$ cat src/rtl/sr_bank_pkg.sv
// Shared definitions for the synchronous SR latch bank: conflict-policy codes,
// the per-channel command encoding and the cell update rule.
package sr_bank_pkg;

    localparam int MODE_RESET_DOM = 0;
    localparam int MODE_SET_DOM   = 1;
    localparam int MODE_TOGGLE    = 2;
    localparam int MODE_HOLD      = 3;

    // Encoded as the raw {S,R} pair so the filter can cast the pair directly.
    typedef enum logic [1:0] {
        CMD_HOLD = 2'b00,
        CMD_CLR  = 2'b01,
        CMD_SET  = 2'b10,
        CMD_BOTH = 2'b11
    } sr_cmd_t;

    function automatic logic next_q(input sr_cmd_t cmd, input logic q, input int mode);
        logic res;
        res = q;
        case (cmd)
            CMD_SET:  res = 1'b1;
            CMD_CLR:  res = 1'b0;
            CMD_BOTH: begin
                case (mode)
                    MODE_RESET_DOM: res = 1'b0;
                    MODE_SET_DOM:   res = 1'b1;
                    MODE_TOGGLE:    res = ~q;
                    default:        res = q;
                endcase
            end
            default:  res = q;
        endcase
        return res;
    endfunction

endpackage

$ cat src/rtl/sr_input_filter.sv
// Single-channel stability qualifier: a {S,R} pair becomes a command only after
// it has been sampled unchanged on FILTER+1 consecutive edges.
module sr_input_filter
    import sr_bank_pkg::*;
#(
    parameter int FILTER = 2
) (
    input  logic    clk,
    input  logic    reset,
    input  logic    S,
    input  logic    R,
    output logic    cmd_valid,
    output sr_cmd_t cmd
);

    localparam int CW = (FILTER > 0) ? $clog2(FILTER + 1) : 1;
    localparam logic [CW-1:0] FILT_MAX  = CW'(FILTER);
    localparam logic [CW-1:0] FILT_QUAL = (FILTER > 0) ? CW'(FILTER - 1) : '0;

    logic [1:0]    pair;
    logic [1:0]    prev_q, prev_d;
    logic [CW-1:0] cnt_q, cnt_d;
    logic          stable;

    assign pair = {S, R};

    always_comb begin
        prev_d    = prev_q;
        cnt_d     = cnt_q;
        stable    = (pair == prev_q);
        if (!stable) begin
            prev_d = pair;
            cnt_d  = '0;
        end else if (cnt_q < FILT_MAX) begin
            cnt_d = cnt_q + 1'b1;
        end
        cmd       = sr_cmd_t'(pair);
        // cnt counts stable edges before this one, so FILTER-1 means this is edge FILTER+1.
        cmd_valid = (FILTER == 0) ? 1'b1 : (stable && (cnt_q >= FILT_QUAL));
    end

    always_ff @(posedge clk) begin
        if (reset) begin
            prev_q <= 2'b00;
            cnt_q  <= '0;
        end else begin
            prev_q <= prev_d;
            cnt_q  <= cnt_d;
        end
    end

endmodule

$ cat src/rtl/sr_latch_bank.sv
// Bank of CHANNELS clocked SR cells with input filtering and a shared S=R=1 policy.
// Optional SR_BANK_EVENT_EN adds registered one-cycle rise/fall event outputs.
module sr_latch_bank
    import sr_bank_pkg::*;
#(
    parameter int                  CHANNELS = 4,
    parameter int                  MODE     = 0,
    parameter int                  FILTER   = 2,
    parameter logic [CHANNELS-1:0] INIT     = '0
) (
    input  logic                clk,
    input  logic                reset,
    input  logic [CHANNELS-1:0] S,
    input  logic [CHANNELS-1:0] R,
    output logic [CHANNELS-1:0] Q,
    output logic [CHANNELS-1:0] Qn,
    output logic [CHANNELS-1:0] conflict
`ifdef SR_BANK_EVENT_EN
    ,
    output logic [CHANNELS-1:0] rise,
    output logic [CHANNELS-1:0] fall
`endif
);

    logic [CHANNELS-1:0] cmd_valid;
    sr_cmd_t             cmd [CHANNELS];
    logic [CHANNELS-1:0] q_q, q_d;
    logic [CHANNELS-1:0] conflict_q, conflict_d;

    for (genvar i = 0; i < CHANNELS; i++) begin : g_ch
        sr_input_filter #(.FILTER(FILTER)) u_filt (
            .clk       (clk),
            .reset     (reset),
            .S         (S[i]),
            .R         (R[i]),
            .cmd_valid (cmd_valid[i]),
            .cmd       (cmd[i])
        );
    end

    always_comb begin
        q_d        = q_q;
        conflict_d = '0;
        for (int i = 0; i < CHANNELS; i++) begin
            if (cmd_valid[i]) begin
                q_d[i]        = next_q(cmd[i], q_q[i], MODE);
                conflict_d[i] = (cmd[i] == CMD_BOTH);
            end
        end
    end

    always_ff @(posedge clk) begin
        if (reset) begin
            q_q        <= INIT;
            conflict_q <= '0;
        end else begin
            q_q        <= q_d;
            conflict_q <= conflict_d;
        end
    end

    assign Q        = q_q;
    assign Qn       = ~q_q;
    assign conflict = conflict_q;

`ifdef SR_BANK_EVENT_EN
    logic [CHANNELS-1:0] rise_q, rise_d;
    logic [CHANNELS-1:0] fall_q, fall_d;

    // Events register alongside Q so each pulse lines up with the cycle Q changes.
    always_comb begin
        rise_d = q_d & ~q_q;
        fall_d = ~q_d & q_q;
    end

    always_ff @(posedge clk) begin
        if (reset) begin
            rise_q <= '0;
            fall_q <= '0;
        end else begin
            rise_q <= rise_d;
            fall_q <= fall_d;
        end
    end

    assign rise = rise_q;
    assign fall = fall_q;
`endif

endmodule
$ cat config.mk
export PLATFORM = sky130hd
export DESIGN_NAME = sr_latch_bank
export DESIGN_NICKNAME = d
export VERILOG_FILES = /design/src/rtl/sr_bank_pkg.sv /design/src/rtl/sr_input_filter.sv /design/src/rtl/sr_latch_bank.sv
export SDC_FILE = /design/constraint.sdc
export NUM_CORES = 1
export LEC_CHECK = 0
export BUFFER_PORTS_ARGS = -buffer_cell sky130_fd_sc_hd__buf_2
export CORE_MARGIN = 1.5
export CORE_UTILIZATION = 45
export CTS_CLUSTER_SIZE = 10
export DETAILED_ROUTE_END_ITERATION = 8
export PLACE_DENSITY = 0.77
export SETUP_SLACK_MARGIN = 0.1
export SLEW_MARGIN = 0
export SYNTH_ARGS = -nofsm -noshare
export SYNTH_HDL_FRONTEND = slang
export SYNTH_HIERARCHICAL = 1
export SYNTH_SLANG_ARGS = --single-unit
$ cat constraint.sdc
create_clock -name clk -period 1.9 [get_ports clk]
set_clock_uncertainty 0.2 [all_clocks]
set_input_delay 0.095 -clock clk [delete_from_list [all_inputs] [get_ports clk]]
set_output_delay 0.095 -clock clk [all_outputs]
set_load 0.02 [all_outputs]
# --- After elaboration in Yosys (flattened, before gate mapping) ---
# Cells that the tools add are included.
classes:
  bitwise_logic: 9
  mux: 4
  add_sub_neg: 4
  n_lt_le_gt_ge: 8
  eq_ne: 16
  reduce_logical: 24
op_table:
  columns: ["op", "count"]
  rows:
  - ["2-bit OR reduction", 12]
  - ["2-bit equality test, second input constant", 8]
  - ["2-bit by 1-bit adder with 2-bit output, second input constant", 4]
  - ["2-bit by 1-bit equality test with 1-bit output, second input constant", 4]
  - ["2-bit equality test", 4]
  - ["2-bit by 1-bit greater-or-equal comparator with 1-bit output, second input constant", 4]
  - ["2-bit less-than comparator, second input constant", 4]
  - ["1-bit inverter", 8]
  - ["1-bit case mux with 2 select lines", 4]
  - ["2-bit AND reduction", 4]
  - ["2-bit nonzero test", 4]
  - ["1-bit logical AND", 4]
  - ["4-bit inverter", 1]
totals:
  output_inout_bits: 12
  reg_bits: 24
  inputBits: 10

# --- Longest topological paths before layout ---
# Gate-level depths: netlist (run 1).
logic_depth:
  word_depth: 4
  mapped_depth: 5
  ltp_nobuf: 5

# --- Hierarchy ---
# Netlist (run 1), hierarchy kept.
modules_own_cells:
  columns: ["mod", "n_inst", "seq_area_each_um2", "area_each_um2", "cells_each"]
  rows:
  - ["sr_input_filter", 4, 80.1, 175.2, 18]
  - ["sr_latch_bank", 1, 160.2, 265.3, 24]

# --- Worst setup path before layout (run 1) ---
# No wires, ideal clock.
synth_path:
  kind: "register to register"
  start: "register g_ch[0].u_filt.cnt_q[1]"
  end: "register q_q[0], in the netlist Q[0]"
  arrival_time_ns: 1.031
  required_ns: 1.614
  setup_time_ns: 0.086
  synth_period_minus_slack_ns: 1.317
  path_buffers: 0
  stages_incl_launch_ff: 6
  setup_slack_ns: 0.583
  path_cell_list: "dfxtp_1 > inv_1 > ha_1 > nor3_1 > a21oi_1 > a211oi_1"
synth_via:
  elab_chain_len: 3
synth_lines:
  columns: ["element", "line", "text"]
  rows:
  - ["start, declared", "sr_input_filter.sv:22", "logic [CW-1:0] cnt_q, cnt_d;"]
  - ["start signal, assigned", "sr_input_filter.sv:48", "cnt_q <= cnt_d;"]
  - ["2-bit by 1-bit greater-or-equal comparator with 1-bit output", "sr_input_filter.sv:39", "cmd_valid = (FILTER == 0) ? 1'b1 : (stable && (cnt_q >= FILT_QUAL));"]
  - ["1-bit logical AND", "sr_input_filter.sv:39", null]
  - ["net cmd_valid[0]", "sr_latch_bank.sv:25", "logic [CHANNELS-1:0] cmd_valid;"]
  - ["2-bit AND reduction (no line)", null, null]
  - ["end signal, assigned", "sr_latch_bank.sv:57", "q_q <= q_d;"]
  - ["end, declared", "sr_latch_bank.sv:27", "logic [CHANNELS-1:0] q_q, q_d;"]
# The timed path passes the listed nets, and every way through them passes these cells.
# A chain may end at the register's enable or synchronous reset.

# --- Worst setup path after layout (run 1) ---
layout_path:
  start: "register g_ch[3].u_filt.cnt_q[1]"
  end: "register q_q[3], in the netlist Q[3]"
layout_via:
  elab_chain_len: 3
layout_lines:
  columns: ["element", "line"]
  rows:
  - ["start, declared", "sr_input_filter.sv:22"]
  - ["start signal, assigned", "sr_input_filter.sv:48"]
  - ["2-bit by 1-bit greater-or-equal comparator with 1-bit output", "sr_input_filter.sv:39"]
  - ["1-bit logical AND", "sr_input_filter.sv:39"]
  - ["net cmd_valid[3]", "sr_latch_bank.sv:25"]
  - ["2-bit AND reduction (no line)", null]
# The timed path passes the listed nets, and every way through them passes these cells.

==> results of run 1 <==
-- layout make-up --
cell class / count / area, um^2
Timing Repair Buffer: 30 / 195
Sequential cell: 24 / 480
Clock buffer: 4 / 36.3
Fill cell: 178 / 811
Tap cell: 27 / 33.8
Inverter: 12 / 45.0
Multi-Input combinational cell: 52 / 380
-- where the power goes --
group	internal (mW)	switching (mW)	leakage, nW	total [mW]
combinational	0.0505	0.0586	0.299	0.109
clock	0.117	0.145	0.0210	0.262
sequential	0.523	0.0105	0.196	0.533
-- worst max-delay path, stage by stage (launching register included) --
cell and delay [ns]:
sky130_fd_sc_hd__dfxtp_1 0.39, sky130_fd_sc_hd__inv_1 0.06, sky130_fd_sc_hd__ha_1 0.18, sky130_fd_sc_hd__nor3_1 0.31, sky130_fd_sc_hd__a21oi_1 0.12, sky130_fd_sc_hd__a211oi_1 0.16
-- layer usage --
metal  vias up  global-route usage, %  share of wire [%]  wire, um
met3         2                   3.68                4.6        75
li1        370                      -                  -         -
met2        22                   27.9                 51       823
met5         -                      0                  0         0
met4         0                   5.71               0.55         9
met1       326                   16.4                 44       720
-- state kept, by name, summed over array words and instances, names as in the netlist --
register            flops
conflict                4
Q                       4
g_ch.u_filt/cnt_q       8
g_ch.u_filt/prev_q      8
-- cells in the mapped netlist, drive strengths merged --
master,n
a211oi,4
a21oi,4
and4b,4
buf,8
dfxtp,24
ha,4
inv,12
nor2,4
nor2b,8
nor3,4
nor4,8
xor2,12
-- worst max path at each step --
stage                       to  slack, ns
after floorplan           Q[0]       0.58
after global placement    Q[1]       0.51
after detailed placement  Q[1]       0.43
after CTS                 Q[2]       0.40
after global routing      Q[3]       0.21
final                     Q[3]       0.41
-- cell families (layout without fill, tap and decap cells) --
kind of cell	Yosys count	after routing	synth area share [%]
AND/OR/NAND/NOR	28	28	18.1
flip-flops	24	24	49.7
buffers and inverters	20	46	10.9
XOR/XNOR	12	12	10.9
AO/OA/AOI/OAI	8	8	5.18
adder cells (fa/ha/maj)	4	4	5.18
-- repair_timing --
action / CTS / global route
hold buffers: 9 / 0
resized for setup: 0 / 0
buffers inserted: 0 / 0
hold endpoints to repair: 16 / 0
==> out/summary.txt, run 1 <==
================================================================================
Status                                                                 completed
Clock period minus worst slack                                           1.49 ns
Total instance count after detailed placement                                136
Number of instances on the worst hold path                                     2
Quantity of I/O buffers inserted on ports                                     21
Portion of the post-synthesis area used by sequential elements             49.7%
Via count of the first global-routing pass                                   703
Skew-Pair Late Insertion Delay                                           0.31 ns
TritonRoute pass-1 iters                                                       4
Number of core rows                                                           16
Start point of the critical path                                    g_ch[3].u_filt/cnt_q[1]
Worst supply voltage drop on vdd                                          545 uV
I/O pin count                                                                 22
Maximum fanout encountered on the critical timing path                         3
Cell area reported after detailed placement                            1040 um^2
Cell types occupying the most area after synthesis                  sky130_fd_sc_hd__dfxtp_1, sky130_fd_sc_hd__xor2_1, sky130_fd_sc_hd__buf_4, sky130_fd_sc_hd__ha_1, sky130_fd_sc_hd__nor2b_1
Req. time, crit path                                                     1.93 ns
Routed wire length                                                       1.63 mm
Min-Delay Endpoint                                                  g_ch[3].u_filt/cnt_q[1]
Relative slew margins                                                      73.5%
Overall global routing resource usage                                      15.1%
Longest Clk Path Bufs                                                          2
Clock-pin slew on the worst setup and hold paths                         0.12 ns
Most frequent cells in the layout                                   sky130_fd_sc_hd__dfxtp_1, sky130_fd_sc_hd__buf_2, sky130_fd_sc_hd__inv_1, sky130_fd_sc_hd__xor2_1, sky130_fd_sc_hd__dlygate4sd3_1
Synthesized instance count                                                    96
Number of buffers created by CTS                                               3
Worst reg-to-reg setup slack                                             0.41 ns
Detailed placer's ending HPWL                                            1.11 mm
Fraction of layout cells with a size suffix above 1                        20.5%
Worst min-delay path startpoint                                     g_ch[3].u_filt/cnt_q[1]
TritonCTS clock tree                                                       built
Layout Nets                                                                  137
Post-place setup slack                                                  0.435 ns
Total of flip-flops plus latches after synthesis                              24
Final number of hold-violating endpoints                                       0
Data arrival time of the critical path                                   1.52 ns
Warning count from the yosys run                                               6
Largest net degree at the start of global routing                             25
RSZ-0062 raised after global routing                                       false
Setup crit start kind                                                  flip-flop
Static Leakage                                                          0.516 nW
Final weighted congestion in routability-driven placement                  0.617
Worst setup path category                                                reg2reg
Utilization after layout                                                   59.1%
Syn Nets                                                                     110
Endpoint of the worst register-to-register path                             Q[3]
Area share of the leading cell type in the synthesized netlist             49.7%
Per-cell via count in the routed design                                     4.83
Placeable Area                                                         1980 um^2
Most common library cell in the layout ignoring fill and taps       sky130_fd_sc_hd__dfxtp_1
Category of the worst setup path capture point                         flip-flop
Count of inserted antenna diode cells                                          0
Final worst-path setup slack                                            0.409 ns
Post-Route Setup TNS                                                        0 ns
Global-route wire length before repair                                   2.86 mm
Remaining routing DRC violations                                               0
Starting density of the core                                               48.7%
Number of max-slew violations in the final report                              0
Min-Delay Path Class                                                     reg2reg
Mapped Area                                                             966 um^2
Fin Hold WS                                                             0.331 ns
Iter 0 DRT Violations                                                         11
Library cell with the largest summed area after synthesis           sky130_fd_sc_hd__dfxtp_1
Layout-stage area growth over the synthesis result                         21.2%
Root cell of the clock tree                                         sky130_fd_sc_hd__clkbuf_4
CTS Sinks                                                                     24
Chip height                                                              49.3 um
Final clock period utilization by the worst path                           78.5%
Pwr dens                                                             772 nW/um^2
Depth of the worst register-to-register path                                   5
Number of levels the H-tree was split into                                     1
Count of different cell masters after synthesis                               12
Width of the chip                                                        49.3 um
Max Cap Viol                                                                   0
Final Non-Filler Cells                                                       149
DIE AREA                                                               2430 um^2
# setup viols final                                                            0
Average cell area after synthesis                                      10.1 um^2
R2r startpoint                                                      g_ch[3].u_filt/cnt_q[1]
GR Overflow Total                                                              0
Finished layout cell area                                              1170 um^2
Number of antenna violations at the first check in global routing              0
Remaining antenna violation count after routing                                0
Overall Power                                                           0.904 mW
Timing-limited maximum frequency                                         671 MHz
Routed WL per cell                                                       10.9 um
Number of vias in the routed layout                                          720
Slew at the pin closest to its max-slew limit                           0.398 ns
================================================================================
No activity file was read; power rests on OpenSTA's default activity.
==> run 2, diff against run 1 <==
==> constraint.sdc (replaced) <==
create_clock -name clk -period 1.45 [get_ports clk]
set_clock_uncertainty 0.2 [all_clocks]
set_input_delay 0.0725 -clock clk [delete_from_list [all_inputs] [get_ports clk]]
set_output_delay 0.0725 -clock clk [all_outputs]
set_load 0.02 [all_outputs]
==> run 2 against run 1 <==
Die area stayed put. Worst hold slack lost 0.33 ns. Worst setup slack worse by 0.30 ns. Via count increased by 3.1%. Count of clock-buffer cells in the layout fell by 1. Critical path depth shrank 1. Final cell count rose by 3.4%. Final area grew 16%. Maximum frequency increased by 11%. Critical path type unchanged. Largest cell class is now multi-input gates.
==> out/summary.txt, run 2 (same netlist as run 1, synthesis figures left out) <==
================================================================================
Count of inserted antenna diode cells                                          0
Largest net degree at the start of global routing                             25
Final number of hold-violating endpoints                                       0
Timing-limited maximum frequency                                         746 MHz
Pwr dens                                                            1000 nW/um^2
Number of levels the H-tree was split into                                     1
DIE AREA                                                               2430 um^2
Metal2 WL                                                                1.02 mm
CTS Sinks                                                                     24
Uppermost routed layer                                                      met3
Static Leakage                                                          0.577 nW
Post-Route Setup TNS                                                        0 ns
Starting density of the core                                               48.7%
RSZ-0062 raised after global routing                                        true
# setup viols final                                                            0
Fraction of layout cells with a size suffix above 1                        40.9%
Status                                                                 completed
I/O pin count                                                                 22
Most frequent cells in the layout                                   sky130_fd_sc_hd__buf_2, sky130_fd_sc_hd__dfxtp_1, sky130_fd_sc_hd__inv_1, sky130_fd_sc_hd__dlygate4sd3_1
Width of the chip                                                        49.3 um
Clock-pin slew on the worst setup and hold paths                         0.13 ns
Fin Hold WS                                                           0.00425 ns
Overall Power                                                            1.36 mW
Slew at the pin closest to its max-slew limit                           0.406 ns
Via count of the first global-routing pass                                   716
Per-cell via count in the routed design                                     4.82
Data arrival time of the critical path                                   1.39 ns
GR Overflow Total                                                              0
Min-Delay Path Class                                                      in2reg
Finished layout cell area                                              1360 um^2
Clock period minus worst slack                                           1.34 ns
Iter 0 DRT Violations                                                          5
Remaining routing DRC violations                                               0
Routed wire length                                                       1.84 mm
TritonRoute pass-1 iters                                                       3
Number of vias in the routed layout                                          742
Root cell of the clock tree                                         sky130_fd_sc_hd__clkbuf_4
Category of the worst setup path capture point                         flip-flop
Regs by FF count                                                    g_ch.u_filt/cnt_q x8, g_ch.u_filt/prev_q x8
Number of core rows                                                           16
Met1 wire length                                                          766 um
Number of max-slew violations in the final report                              0
Layout Nets                                                                  142
Layout-stage area growth over the synthesis result                         40.4%
Most common library cell in the layout ignoring fill and taps       sky130_fd_sc_hd__buf_2
Skew-Pair Late Insertion Delay                                           0.30 ns
Slowest Stage Delay on Critical Path                                     0.38 ns
Final weighted congestion in routability-driven placement                  0.645
Overall global routing resource usage                                      15.1%
Detailed placer's ending HPWL                                            1.14 mm
Worst setup path category                                                reg2reg
Chip height                                                              49.3 um
Met3 Wirelength                                                            56 um
Cell chain of the critical path                                     xor2_4 > nor3_4 > buf_6 > and4b_1
Number of antenna violations at the first check in global routing              0
Worst supply voltage drop on vdd                                          670 uV
Req. time, crit path                                                     1.50 ns
Final clock period utilization by the worst path                           92.4%
Longest Clk Path Bufs                                                          2
Final worst-path setup slack                                            0.110 ns
Maximum fanout encountered on the critical timing path                         3
Remaining antenna violation count after routing                                0
Relative slew margins                                                      72.9%
Post-place setup slack                                                 -0.174 ns
Crit path max-delay cell type                                       sky130_fd_sc_hd__dfxtp_4
# hold bufs at CTS                                                             9
Quantity of I/O buffers inserted on ports                                     21
Number of buffers created by CTS                                               3
Routed WL per cell                                                       11.9 um
TritonCTS clock tree                                                       built
Max Cap Viol                                                                   0
Cell area reported after detailed placement                            1060 um^2
Placeable Area                                                         1980 um^2
Global-route wire length before repair                                   2.87 mm
Setup crit start kind                                                  flip-flop
================================================================================
run 2: final cells by class:
type	instances	area (um^2)
Tap cell	27	33.8
Multi-Input combinational cell	52	495
Fill cell	157	626
Sequential cell	24	493
Clock inverter	1	30.0
Timing Repair Buffer	35	236
Inverter	12	45.0
Clock buffer	3	22.5
run 2: repair_timing:
item	4_1_cts	5_1_grt
buffers inserted	1	2
setup endpoints to repair	8	5
resized for setup	7	23
hold endpoints to repair	16	1
pin swaps	4	6
run 2: power by group:
part / internal [mW] / leakage [nW] / switching, mW / total, mW
Clock: 0.279 / 0.0279 / 0.186 / 0.465
Sequential: 0.686 / 0.200 / 0.0178 / 0.704
Combinational: 0.0864 / 0.349 / 0.102 / 0.188
Total: 1.05 / 0.577 / 0.305 / 1.36
run 2: path summary, 6_finish.rpt:
| kind | from | slack (ns) | end | depth (start not counted) |
|---|---|---|---|---|
| hold reg to reg | g_ch[2].u_filt/cnt_q[1] | 0.31 | g_ch[2].u_filt/cnt_q[1] | 2 |
| hold / removal | S[1] | 0.004 | g_ch[1].u_filt/cnt_q[1] | 3 |
| setup reg to reg | g_ch[1].u_filt/prev_q[0] | 0.11 | conflict[1] | 4 |
| setup / recovery | g_ch[1].u_filt/prev_q[0] | 0.11 | conflict[1] | 4 |
run 2: routing by layer:
metal	vias to the layer above	track usage, %
met5	-	0
met4	0	2.86
met3	0	3.68
met2	15	28.6
met1	351	16.9
li1	376	-
run 2: per-stage QoR:
stage               instances  util [%]
floorplan                  96         -
CTS                       152      62.4
global placement          138      53.5
finish                    154      68.4
global route              154      68.4
detailed placement        138      53.5
run 2: critical path, delay by kind of cell (launching register included):
kind                      cells  cell delay (ns)
DFF                           1             0.38
and+or+nand+nor               2             0.43
xor gates and xnor gates      1             0.16
buffers and inverters         1             0.13
==> run 3, diff against run 2 <==
--- a/config.mk
+++ b/config.mk
@@ -5,6 +5,7 @@
 export SDC_FILE = /design/constraint.sdc
 export NUM_CORES = 1
 export LEC_CHECK = 0
+export ABC_AREA = 1
 export BUFFER_PORTS_ARGS = -buffer_cell sky130_fd_sc_hd__buf_2
 export CORE_MARGIN = 1.5
 export CORE_UTILIZATION = 45
==> run 3 against run 2 <==
Final cell count up 27%. Maximum frequency up 3.3%. Worst setup slack better by 0.043 ns. First-iteration DRC count up 120%. Critical endpoint is now Q[3]. Largest cell class is now sequential cells. Largest power group unchanged.
==> out/summary.txt, run 3 <==
================================================================================
Chip height                                                              51.0 um
CP top delay family                                                 buffers and inverters
Starting density of the core                                               47.4%
Slew at the pin closest to its max-slew limit                           0.249 ns
Fraction of synthesized area in multiplexers                                  0%
Finished layout cell area                                              1270 um^2
Most common library cell in the layout ignoring fill and taps       sky130_fd_sc_hd__nor2_1
Number of instances on the worst hold path                                     2
I/O pin count                                                                 22
Uppermost routed layer                                                      met4
Portion of the post-synthesis area used by sequential elements             46.3%
TritonRoute pass-1 iters                                                       4
Slowest Stage Delay on Critical Path                                     0.55 ns
Remaining routing DRC violations                                               0
GR Overflow Total                                                              0
Detailed placer's ending HPWL                                            1.22 mm
Global-route wire length before repair                                   2.83 mm
Number of buffers created by CTS                                               3
Static Leakage                                                          0.638 nW
Simple-gate share of the synthesized area                                  24.0%
Async set-reset flop share out of synthesis                                   0%
Number of levels the H-tree was split into                                     1
Depth of the worst register-to-register path                                   6
Timing-limited maximum frequency                                         771 MHz
Number of core rows                                                           17
Min-Delay Path Class                                                     reg2reg
Layout-stage area growth over the synthesis result                         22.3%
Final number of hold-violating endpoints                                       0
Worst min-delay path startpoint                                             Q[0]
Synthesized instance count                                                   142
Most common flop cell mapped by yosys                               sky130_fd_sc_hd__dfxtp_1
Mapped Area                                                            1040 um^2
Worst reg-to-reg setup slack                                             0.23 ns
TritonCTS clock tree                                                       built
Placeable Area                                                         2190 um^2
Overall global routing resource usage                                      14.8%
Total instance count after detailed placement                                183
Warning count from the yosys run                                               6
Xor/xnor share of the synthesized area                                     6.75%
Iter 0 DRT Violations                                                         11
Met3 Wirelength                                                            52 um
Most numerous cell on the critical path                             sky130_fd_sc_hd__nand2_1
Final weighted congestion in routability-driven placement                  0.765
Min-Delay Endpoint                                                          Q[0]
Relative slew margins                                                      83.4%
Quantity of I/O buffers inserted on ports                                     21
Count of different cell masters after synthesis                               11
Number of max-slew violations in the final report                              0
Post-place setup slack                                                  0.200 ns
Cell chain of the critical path                                     dlygate4sd3_1 > buf_6 > inv_1 > nand2_1 > nand2_2 > nand2_1 > nor2_2 > nand2_1 > nand2_1 > nor2_1
Clock period minus worst slack                                           1.30 ns
DIE AREA                                                               2610 um^2
Fraction of layout cells with a size suffix above 1                        19.2%
Routed wire length                                                       1.69 mm
Category of the worst setup path capture point                         flip-flop
Clock Power Share                                                          24.5%
Endpoint of the worst register-to-register path                             Q[1]
Final Non-Filler Cells                                                       195
Req. time, crit path                                                     1.46 ns
Metal2 WL                                                                 856 um
Share of the synthesized area in compound gates (AO/OA/AOI/OAI)            1.93%
Per-cell via count in the routed design                                     4.38
Remaining antenna violation count after routing                                0
Dominant combinational cell family by area after synthesis          simple AND/OR/NAND/NOR gates
Data arrival time of the critical path                                   1.31 ns
Syn Nets                                                                     156
Buffering stage count on the worst path with inverters included                3
Clock-pin slew on the worst setup and hold paths                         0.12 ns
Number of antenna violations at the first check in global routing              0
RSZ-0062 raised after global routing                                        true
Post-CTS Setup Repair Bufs                                                     0
Net switching component of the power                                    0.275 mW
Regs by FF count                                                    g_ch.u_filt/cnt_q x8, g_ch.u_filt/prev_q x8
Width of the chip                                                        51.0 um
Root cell of the clock tree                                         sky130_fd_sc_hd__clkbuf_4
Area share of the leading cell type in the synthesized netlist             46.3%
Via count of the first global-routing pass                                   727
Most frequent cells in the layout                                   sky130_fd_sc_hd__nor2_1, sky130_fd_sc_hd__inv_1, sky130_fd_sc_hd__nand2_1, sky130_fd_sc_hd__dfxtp_1, sky130_fd_sc_hd__buf_2
Library cell with the largest summed area after synthesis           sky130_fd_sc_hd__dfxtp_1
Fin Hold WS                                                             0.307 ns
Maximum fanout encountered on the critical timing path                         4
Largest net degree at the start of global routing                             14
Routed WL per cell                                                       8.66 um
Post-Route Setup TNS                                                        0 ns
Status                                                                 completed
Average cell area after synthesis                                      7.31 um^2
Final worst-path setup slack                                            0.153 ns
Count leader, synth                                                 sky130_fd_sc_hd__nor2_1
Met1 wire length                                                          748 um
Number of vias in the routed layout                                          854
Pwr dens                                                             888 nW/um^2
Relative contribution of combinational cells to total power                13.8%
Layout Nets                                                                  183
Cell area reported after detailed placement                            1120 um^2
Skew-Pair Late Insertion Delay                                           0.30 ns
Worst supply voltage drop on vdd                                          524 uV
Overall Power                                                            1.13 mW
P_int                                                                   0.853 mW
CTS Sinks                                                                     24
Cell types with the highest counts after synthesis                  sky130_fd_sc_hd__nor2_1, sky130_fd_sc_hd__nand2_1, sky130_fd_sc_hd__inv_1
Final clock period utilization by the worst path                           89.5%
Post-synthesis adder-cell area fraction                                    4.82%
Crit path max-delay cell type                                       sky130_fd_sc_hd__dlygate4sd3_1
Reg power frac                                                             61.7%
Utilization after layout                                                   58.0%
Longest Clk Path Bufs                                                          2
R2r startpoint                                                      g_ch[1].u_filt/cnt_q[1]
# setup viols final                                                            0
Count of inserted antenna diode cells                                          0
Worst setup path category                                                 in2reg
Total of flip-flops plus latches after synthesis                              24
Switching share of power                                                   24.4%
Max Cap Viol                                                                   0
Setup crit start kind                                                  input pin
Number of flops mapped to enable cells by yosys                                0
Cell types occupying the most area after synthesis                  sky130_fd_sc_hd__dfxtp_1, sky130_fd_sc_hd__nor2_1, sky130_fd_sc_hd__nand2_1, sky130_fd_sc_hd__inv_1, sky130_fd_sc_hd__buf_4
================================================================================
-- run 3: area by class of cell --
cell class | instances | area (um^2)
Clock buffer | 3 | 22.5
Sequential cell | 24 | 480
Inverter | 29 | 109
Fill cell | 200 | 921
Tap cell | 28 | 35.0
Multi-Input combinational cell | 81 | 422
Timing Repair Buffer | 30 | 201
-- run 3: tightest hold or removal path: stages (launching register included) --
cell,delay (ns)
sky130_fd_sc_hd__dfxtp_1,0.37
sky130_fd_sc_hd__a21oi_1,0.05
sky130_fd_sc_hd__nor2_1,0.07
-- run 3: power by group through the flow --
stage	Clock [mW]	Combinational, mW	Sequential (mW)
after detailed placement	0	0.124	0.710
after global routing	0.316	0.179	0.699
after global placement	0	0.119	0.708
after floorplan	0	0.0961	0.710
final	0.276	0.155	0.696
after CTS	0.296	0.142	0.695
-- run 3: repair_timing --
action                                 4_1_cts  5_1_grt
hold buffers                                 9        0
gates resized for setup                      0        8
setup endpoints to repair                    0        6
endpoints found under the hold margin       24        0
-- run 3: layer usage --
layer	track usage (%)	up-vias
li1	-	459
met1	16.0	378
met2	25.8	13
met3	2.63	4
met4	10.8	0
met5	0	-
-- run 3: kinds of logic (layout without fill, tap and decap cells) --
family	count (synthesis)	count (layout)
buffers and inverters	37	62
flip-flops	24	24
XOR/XNOR	8	8
AND/OR/NAND/NOR	65	65
adder cells (fa/ha/maj)	4	4
AO/OA/AOI/OAI	4	4
-- run 3: how the worst max path moves through the flow --
stage	startpoint	end	slack, ns	depth (start not counted)
global route	S[3]	Q[3]	0.06	10
global placement	g_ch[0].u_filt/cnt_q[1]	Q[0]	0.25	6
CTS	R[0]	Q[0]	0.14	8
floorplan	g_ch[0].u_filt/cnt_q[1]	Q[0]	0.30	6
detailed placement	g_ch[0].u_filt/cnt_q[1]	Q[0]	0.20	6
finish	S[3]	Q[3]	0.15	10
